===== config.mk =====
export PLATFORM = sky130hd
export DESIGN_NAME = button_events_flat
export DESIGN_NICKNAME = d
export VERILOG_FILES = /design/src/rtl/buttons_pkg.sv /design/src/rtl/button_events_if.sv /design/src/rtl/button_event_unit.sv /design/src/rtl/button_events.sv /design/src/flat_wrapper.sv
export SDC_FILE = /design/constraint.sdc
export NUM_CORES = 1
export LEC_CHECK = 0
export CORE_ASPECT_RATIO = 0.9
export CORE_MARGIN = 5
export CORE_UTILIZATION = 50
export CTS_BUF_LIST = sky130_fd_sc_hd__clkbuf_2 sky130_fd_sc_hd__clkbuf_4 sky130_fd_sc_hd__clkbuf_8
export DETAILED_ROUTE_END_ITERATION = 10
export GPL_ROUTABILITY_DRIVEN = 0
export PLACE_DENSITY = 0.72
export SETUP_SLACK_MARGIN = 0.1
export SLEW_MARGIN = 30
export SYNTH_ARGS = -nofsm -noshare
export SYNTH_HDL_FRONTEND = slang
export SYNTH_SLANG_ARGS = --single-unit

===== constraint.sdc =====
create_clock -name clock -period 3.15 [get_ports clock]
set_input_delay 0.315 -clock clock [delete_from_list [all_inputs] [get_ports clock]]
set_output_delay 0.315 -clock clock [all_outputs]
set_load 0.03 [all_outputs]

===== src/rtl/buttons_pkg.sv =====
// Shared types and helpers for the button event logic.
package buttons_pkg;

    typedef enum logic [1:0] {
        ARMING,
        IDLE,
        PRESSED,
        HELD
    } btn_state_t;

    function automatic int unsigned ms_to_cycles(input int unsigned frequency,
                                                 input int unsigned ms);
        return frequency / 1000 * ms;
    endfunction

    function automatic int unsigned max_cycles(input int unsigned a,
                                               input int unsigned b);
        return (a > b) ? a : b;
    endfunction

endpackage


===== src/rtl/button_events_if.sv =====
// Debounced button levels in, per-button event pulses out.
interface button_events_if #(
    parameter int buttons_number = 5
);

    logic [buttons_number-1:0] button;
    logic [buttons_number-1:0] press;
    logic [buttons_number-1:0] click;
    logic [buttons_number-1:0] long_press;
    logic [buttons_number-1:0] repeat_pulse;
    logic [buttons_number-1:0] held;

    modport master (
        output button,
        input  press,
        input  click,
        input  long_press,
        input  repeat_pulse,
        input  held
    );

    modport slave (
        input  button,
        output press,
        output click,
        output long_press,
        output repeat_pulse,
        output held
    );

endinterface


===== src/rtl/button_event_unit.sv =====
// Single-button event FSM: press, click, long press and (with BUTTONS_REPEAT_EN) auto-repeat.
// Synchronous active-low reset; a button held through reset is ignored until released.
module button_event_unit
    import buttons_pkg::*;
#(
    parameter int unsigned LONG_CYC = 20,
    parameter int unsigned REP_CYC  = 5
) (
    input  logic clock,
    input  logic reset_n,
    input  logic button,
    output logic press,
    output logic click,
    output logic long_press,
    output logic repeat_pulse,
    output logic held
);

    localparam int CNT_W = $clog2(max_cycles(LONG_CYC, REP_CYC));
    localparam logic [CNT_W-1:0] LONG_LAST = CNT_W'(LONG_CYC - 1);

    btn_state_t       state, state_d;
    logic [CNT_W-1:0] cnt, cnt_d;
    logic             press_d, click_d, long_d;
`ifdef BUTTONS_REPEAT_EN
    localparam logic [CNT_W-1:0] REP_LAST = CNT_W'(REP_CYC - 1);
    logic             repeat_d;
`endif

    always_ff @(posedge clock) begin
        if (!reset_n) begin
            state      <= ARMING;
            cnt        <= '0;
            press      <= 1'b0;
            click      <= 1'b0;
            long_press <= 1'b0;
`ifdef BUTTONS_REPEAT_EN
            repeat_pulse <= 1'b0;
`endif
        end else begin
            state      <= state_d;
            cnt        <= cnt_d;
            press      <= press_d;
            click      <= click_d;
            long_press <= long_d;
`ifdef BUTTONS_REPEAT_EN
            repeat_pulse <= repeat_d;
`endif
        end
    end

    // A release always takes priority over a threshold or wrap in the same cycle.
    always_comb begin
        state_d = state;
        cnt_d   = cnt;
        press_d = 1'b0;
        click_d = 1'b0;
        long_d  = 1'b0;
`ifdef BUTTONS_REPEAT_EN
        repeat_d = 1'b0;
`endif
        case (state)
            ARMING: begin
                if (!button) begin
                    state_d = IDLE;
                end
            end
            IDLE: begin
                if (button) begin
                    state_d = PRESSED;
                    cnt_d   = '0;
                    press_d = 1'b1;
                end
            end
            PRESSED: begin
                if (!button) begin
                    state_d = IDLE;
                    click_d = 1'b1;
                end else if (cnt == LONG_LAST) begin
                    state_d = HELD;
                    cnt_d   = '0;
                    long_d  = 1'b1;
                end else begin
                    cnt_d = cnt + 1'b1;
                end
            end
            HELD: begin
                if (!button) begin
                    state_d = IDLE;
                    cnt_d   = '0;
`ifdef BUTTONS_REPEAT_EN
                end else if (cnt == REP_LAST) begin
                    cnt_d    = '0;
                    repeat_d = 1'b1;
                end else begin
                    cnt_d = cnt + 1'b1;
                end
`else
                end else begin
                    cnt_d = '0;
                end
`endif
            end
            default: begin
                state_d = ARMING;
            end
        endcase
    end

`ifndef BUTTONS_REPEAT_EN
    assign repeat_pulse = 1'b0;
`endif

    assign held = (state == HELD);

endmodule


===== src/rtl/button_events.sv =====
// Array of independent per-button event FSMs on one clock.
// Auto-repeat pulses are built only when BUTTONS_REPEAT_EN is defined.
module button_events
    import buttons_pkg::*;
#(
    parameter int unsigned frequency      = 100000000,
    parameter int unsigned buttons_number = 5,
    parameter int unsigned long_press_ms  = 1000,
    parameter int unsigned repeat_ms      = 200
) (
    input  logic            clock,
    input  logic            reset_n,
    button_events_if.slave  bus
);

    localparam int unsigned LONG_CYC = ms_to_cycles(frequency, long_press_ms);
    localparam int unsigned REP_CYC  = ms_to_cycles(frequency, repeat_ms);

    for (genvar i = 0; i < int'(buttons_number); i++) begin : g_unit
        button_event_unit #(
            .LONG_CYC (LONG_CYC),
            .REP_CYC  (REP_CYC)
        ) u_unit (
            .clock        (clock),
            .reset_n      (reset_n),
            .button       (bus.button[i]),
            .press        (bus.press[i]),
            .click        (bus.click[i]),
            .long_press   (bus.long_press[i]),
            .repeat_pulse (bus.repeat_pulse[i]),
            .held         (bus.held[i])
        );
    end

endmodule


===== src/flat_wrapper.sv =====
// flat-port wrapper written by rule: the top's interface ports become plain ports
module button_events_flat import buttons_pkg::*;
#(
    parameter int unsigned frequency      = 100000000,
    parameter int unsigned buttons_number = 5,
    parameter int unsigned long_press_ms  = 1000,
    parameter int unsigned repeat_ms      = 200
)
  (clock, reset_n, bus_button, bus_press, bus_click, bus_long_press, bus_repeat_pulse, bus_held);
  button_events_if #(.buttons_number(buttons_number)) bus_i ();
  input  logic clock;
  input  logic reset_n;
  input wire logic [$bits(bus_i.button)-1:0] bus_button;
  output wire logic [$bits(bus_i.press)-1:0] bus_press;
  output wire logic [$bits(bus_i.click)-1:0] bus_click;
  output wire logic [$bits(bus_i.long_press)-1:0] bus_long_press;
  output wire logic [$bits(bus_i.repeat_pulse)-1:0] bus_repeat_pulse;
  output wire logic [$bits(bus_i.held)-1:0] bus_held;
  assign bus_i.button = bus_button;
  assign bus_press = bus_i.press;
  assign bus_click = bus_i.click;
  assign bus_long_press = bus_i.long_press;
  assign bus_repeat_pulse = bus_i.repeat_pulse;
  assign bus_held = bus_i.held;
  button_events #(.frequency(frequency), .buttons_number(buttons_number), .long_press_ms(long_press_ms), .repeat_ms(repeat_ms)) u_core (.clock(clock), .reset_n(reset_n), .bus(bus_i));
endmodule

==> results by group <==
Status
  – Outcome: finished, final reports clean

Critical path
  – Crit-path slowest cell: or3b_2
  – Crit-path cells: ha_1, buf_4, or3b_2, nor4_4, a31oi_4, o21ai_4, nor2_1
  – CP bufs+invs: 1
  – Crit. End Element: register
  – Startpoint types: register
  – Worst-path fanout max: 17
  – Max stage delay on crit path: about 500 ps
  – CP top delay family: simple AND/OR/NAND/NOR gates
  – CP required: 3490 ps
  – Kind of critical path: register to register
  – CP arrival: 2780 ps

Cells and area
  – Fill count: 1539
  – Share of layout cells above drive strength 1: 7.57%
  – Synth-to-layout area growth: 8.63%
  – N_diodes: 0
  – Fin nets: between 1k and 1.5k
  – Layout Utilization: roughly 56%

Placed design
  – Post-Place Setup Slack: 703 ps
  – Final HPWL DP: 12.9 mm
  – # port buffers: 26

CTS
  – H-tree levels: 4
  – CTS root buffer: clkbuf_8
  – Postcts setup bufs: 0
  – CTS tree: done
  – Post-CTS resize count: 0
  – Worst-case clock buffer depth: 2
  – Worst-Skew Late Latency: 460 ps
  – Clock slew at reported path FFs: 80 ps
  – # hold bufs at CTS: 0
  – CTS Buf Count: 17
  – Clock Sinks: 160

Global routing
  – Met1 GRT Util: 25.1%
  – Total GRT Usage: between 10% and 20%
  – Initial antenna violation count: 0
  – Largest net degree at the start of global routing: 20
  – Vias in the first global route: 6992
  – GR Layer Usage met3: 4.18%
  – Grt peak-use layer: met2
  – GRT overflow: 0
  – Wire length of the first global-routing pass: about 32 mm
  – Met2 Use GR: 30.6%

Synthesis
  – Leading area contributor after synthesis: dfxtp_1
  – Mapped cell area: 8750 sq um
  – Synth Area per Inst: ~8.2 sq um
  – Synthesized instance count: roughly 1.1k
  – Post-synth top area share: 36.6%
  – Sequential area share after synthesis: 36.6%
  – Yosys warnings: 0
  – Dominant synthesized flop cell: dfxtp_1
  – Top-count cell post-synth: dfxtp_1
  – Synthesized flop and latch total: 160
  – Post-synth top cells: 160 x dfxtp_1, 129 x nor2_1, 107 x nand2_1, 59 x nand3_1, 49 x a31oi_1
  – Synth top area cells: dfxtp_1 37%, nor2_1 5.5%, nand2_1 4.6%
  – Post-synth EDFFs: 0
  – Synth async-reset ratio: 0%
  – Netlist cell types: 72

Timing
  – Tightest Pin Transition: around 820 ps
  – Fmax: 0.409 GHz
  – Min Tclk post-route: about 2400 ps
  – Final Setup Violations: 0
  – Final Slew Violations: 0
  – Rel. slew slack: 45.7%
  – Fin crit share: 77.6%
  – Setup WS post-layout: 704 ps
  – Final Hold Viols: 0
  – Layout Skew: 9.94 ps
  – Final setup TNS: 0 ps
  – Setup repair after global routing missed its margin: no

Floorplanning
  – Die Y: approximately 140 um
  – Initial Utilization: 51.3%
  – Die X: 149 um
  – Die area: between 20000 and 25000 sq um
  – Core box area: 17100 sq um
  – # rows: 45
  – # IOs: 32

Route
  – Antenna Violating Nets Remaining: 0
  – Drt wl/cell: between 10 and 15 um
  – Drt first-iter violations: 403
  – Detailed-route via count: 7631
  – Drc violations: 0
  – Initial DRT Pass Iterations: 5
  – Final WL: 18.7 mm
  – Vias/cell: 5.79

Power
  – P_leak: 3.13 nW
  – Pwr dens: 531 nW/um^2
  – Maximum VDD drop: 0.331 mV

Worst hold path
  – Worst min path class: input port to register

Job
  – Max-cap violations: 0
## worst min-delay path, delay by kind of cell
kind	cells	cell delay [ps]
buf+inv	1	230
simple gates	2	160
## report_power, final
part	internal (W)	switching [W]	total [W]
registers	0.00212	0.0000932	0.00221
logic	0.000411	0.000752	0.00116
clock network	0.000929	0.000750	0.00168
## flip-flops by register name, indices dropped and copies added, names as in the netlist
register                         flops
u_core.g_unit.u_unit.long_press      5
u_core.g_unit.u_unit.press           5
u_core.g_unit.u_unit.state          10
u_core.g_unit.u_unit.cnt           135
u_core.g_unit.u_unit.click           5
## area by class of cell
cell class | instances | area (sq um) | share of cell area, %
Clock buffer | 22 | 284 | 2.99
Inverter | 40 | 150 | 1.58
Sequential cell | 160 | 3200 | 33.7
Tap cell | 235 | 294 | 3.09
Timing Repair Buffer | 43 | 383 | 4.03
Clock inverter | 10 | 159 | 1.67
Multi-Input combinational cell | 808 | 5040 | 53.0
## cell usage in the layout (no fill, tap or decap), types with 9 or more instances in the layout
master / n
nor4_1: 18
dfxtp_1: 160
xor2_1: 22
nand3b_1: 16
o21ai_0: 35
nor4b_1: 10
buf_4: 17
nand3_1: 59
a32oi_1: 10
and4_1: 18
a31oi_1: 48
nor3_1: 26
clkdlybuf4s50_1: 25
clkbuf_8: 19
a21oi_1: 31
nand4_1: 47
ha_1: 25
nand4b_1: 9
xnor2_1: 43
and2_1: 10
and3_1: 23
nand2_1: 107
inv_1: 40
nor2_1: 129
## layer usage
metal / share of wire, % / vias to the layer above
li1: - / 3863
met2: 46 / 141
met3: 3.8 / 24
met4: 1.7 / 0
met1: 49 / 3603
met5: 0 / -
## metrics by stage
step	cells	power [W]	hold slack [ps]	cell area [sq um]
6_report	1318	0.00505	297	9510
2_1_floorplan	1076	0.00316	392	8770
5_1_grt	1318	0.00533	296	9510
4_1_cts	1318	0.00509	274	9500
3_3_place_gp	1286	0.00339	422	9050
3_5_place_dp	1286	0.00341	436	9060
## final timing paths
check	startpoint	slack (ps)	end	cells past startpoint
worst max-delay path	u_core.g_unit[3].u_unit.cnt[0]	700	u_core.g_unit[3].u_unit.cnt[18]	7
worst min-delay path	reset_n	300	u_core.g_unit[4].u_unit.click	3
worst max register to register	u_core.g_unit[3].u_unit.cnt[0]	700	u_core.g_unit[3].u_unit.cnt[18]	7
worst min register to register	u_core.g_unit[0].u_unit.cnt[24]	440	u_core.g_unit[0].u_unit.cnt[24]	1
## kinds of logic (layout without fill, tap and decap cells)
kind of cell / after synthesis / in the layout / share of synthesized area (%)
simple gates: 520 / 520 / 31.6
buf+inv: 108 / 115 / 6.19
other cells: 1 / 5 / 0.0428
fa+ha+maj: 25 / 25 / 3.57
compound gates: 184 / 184 / 14.4
flops: 160 / 160 / 36.6
xor+xnor: 65 / 65 / 6.50
mux: 9 / 9 / 1.06
(Power assumes the default switching activity.)
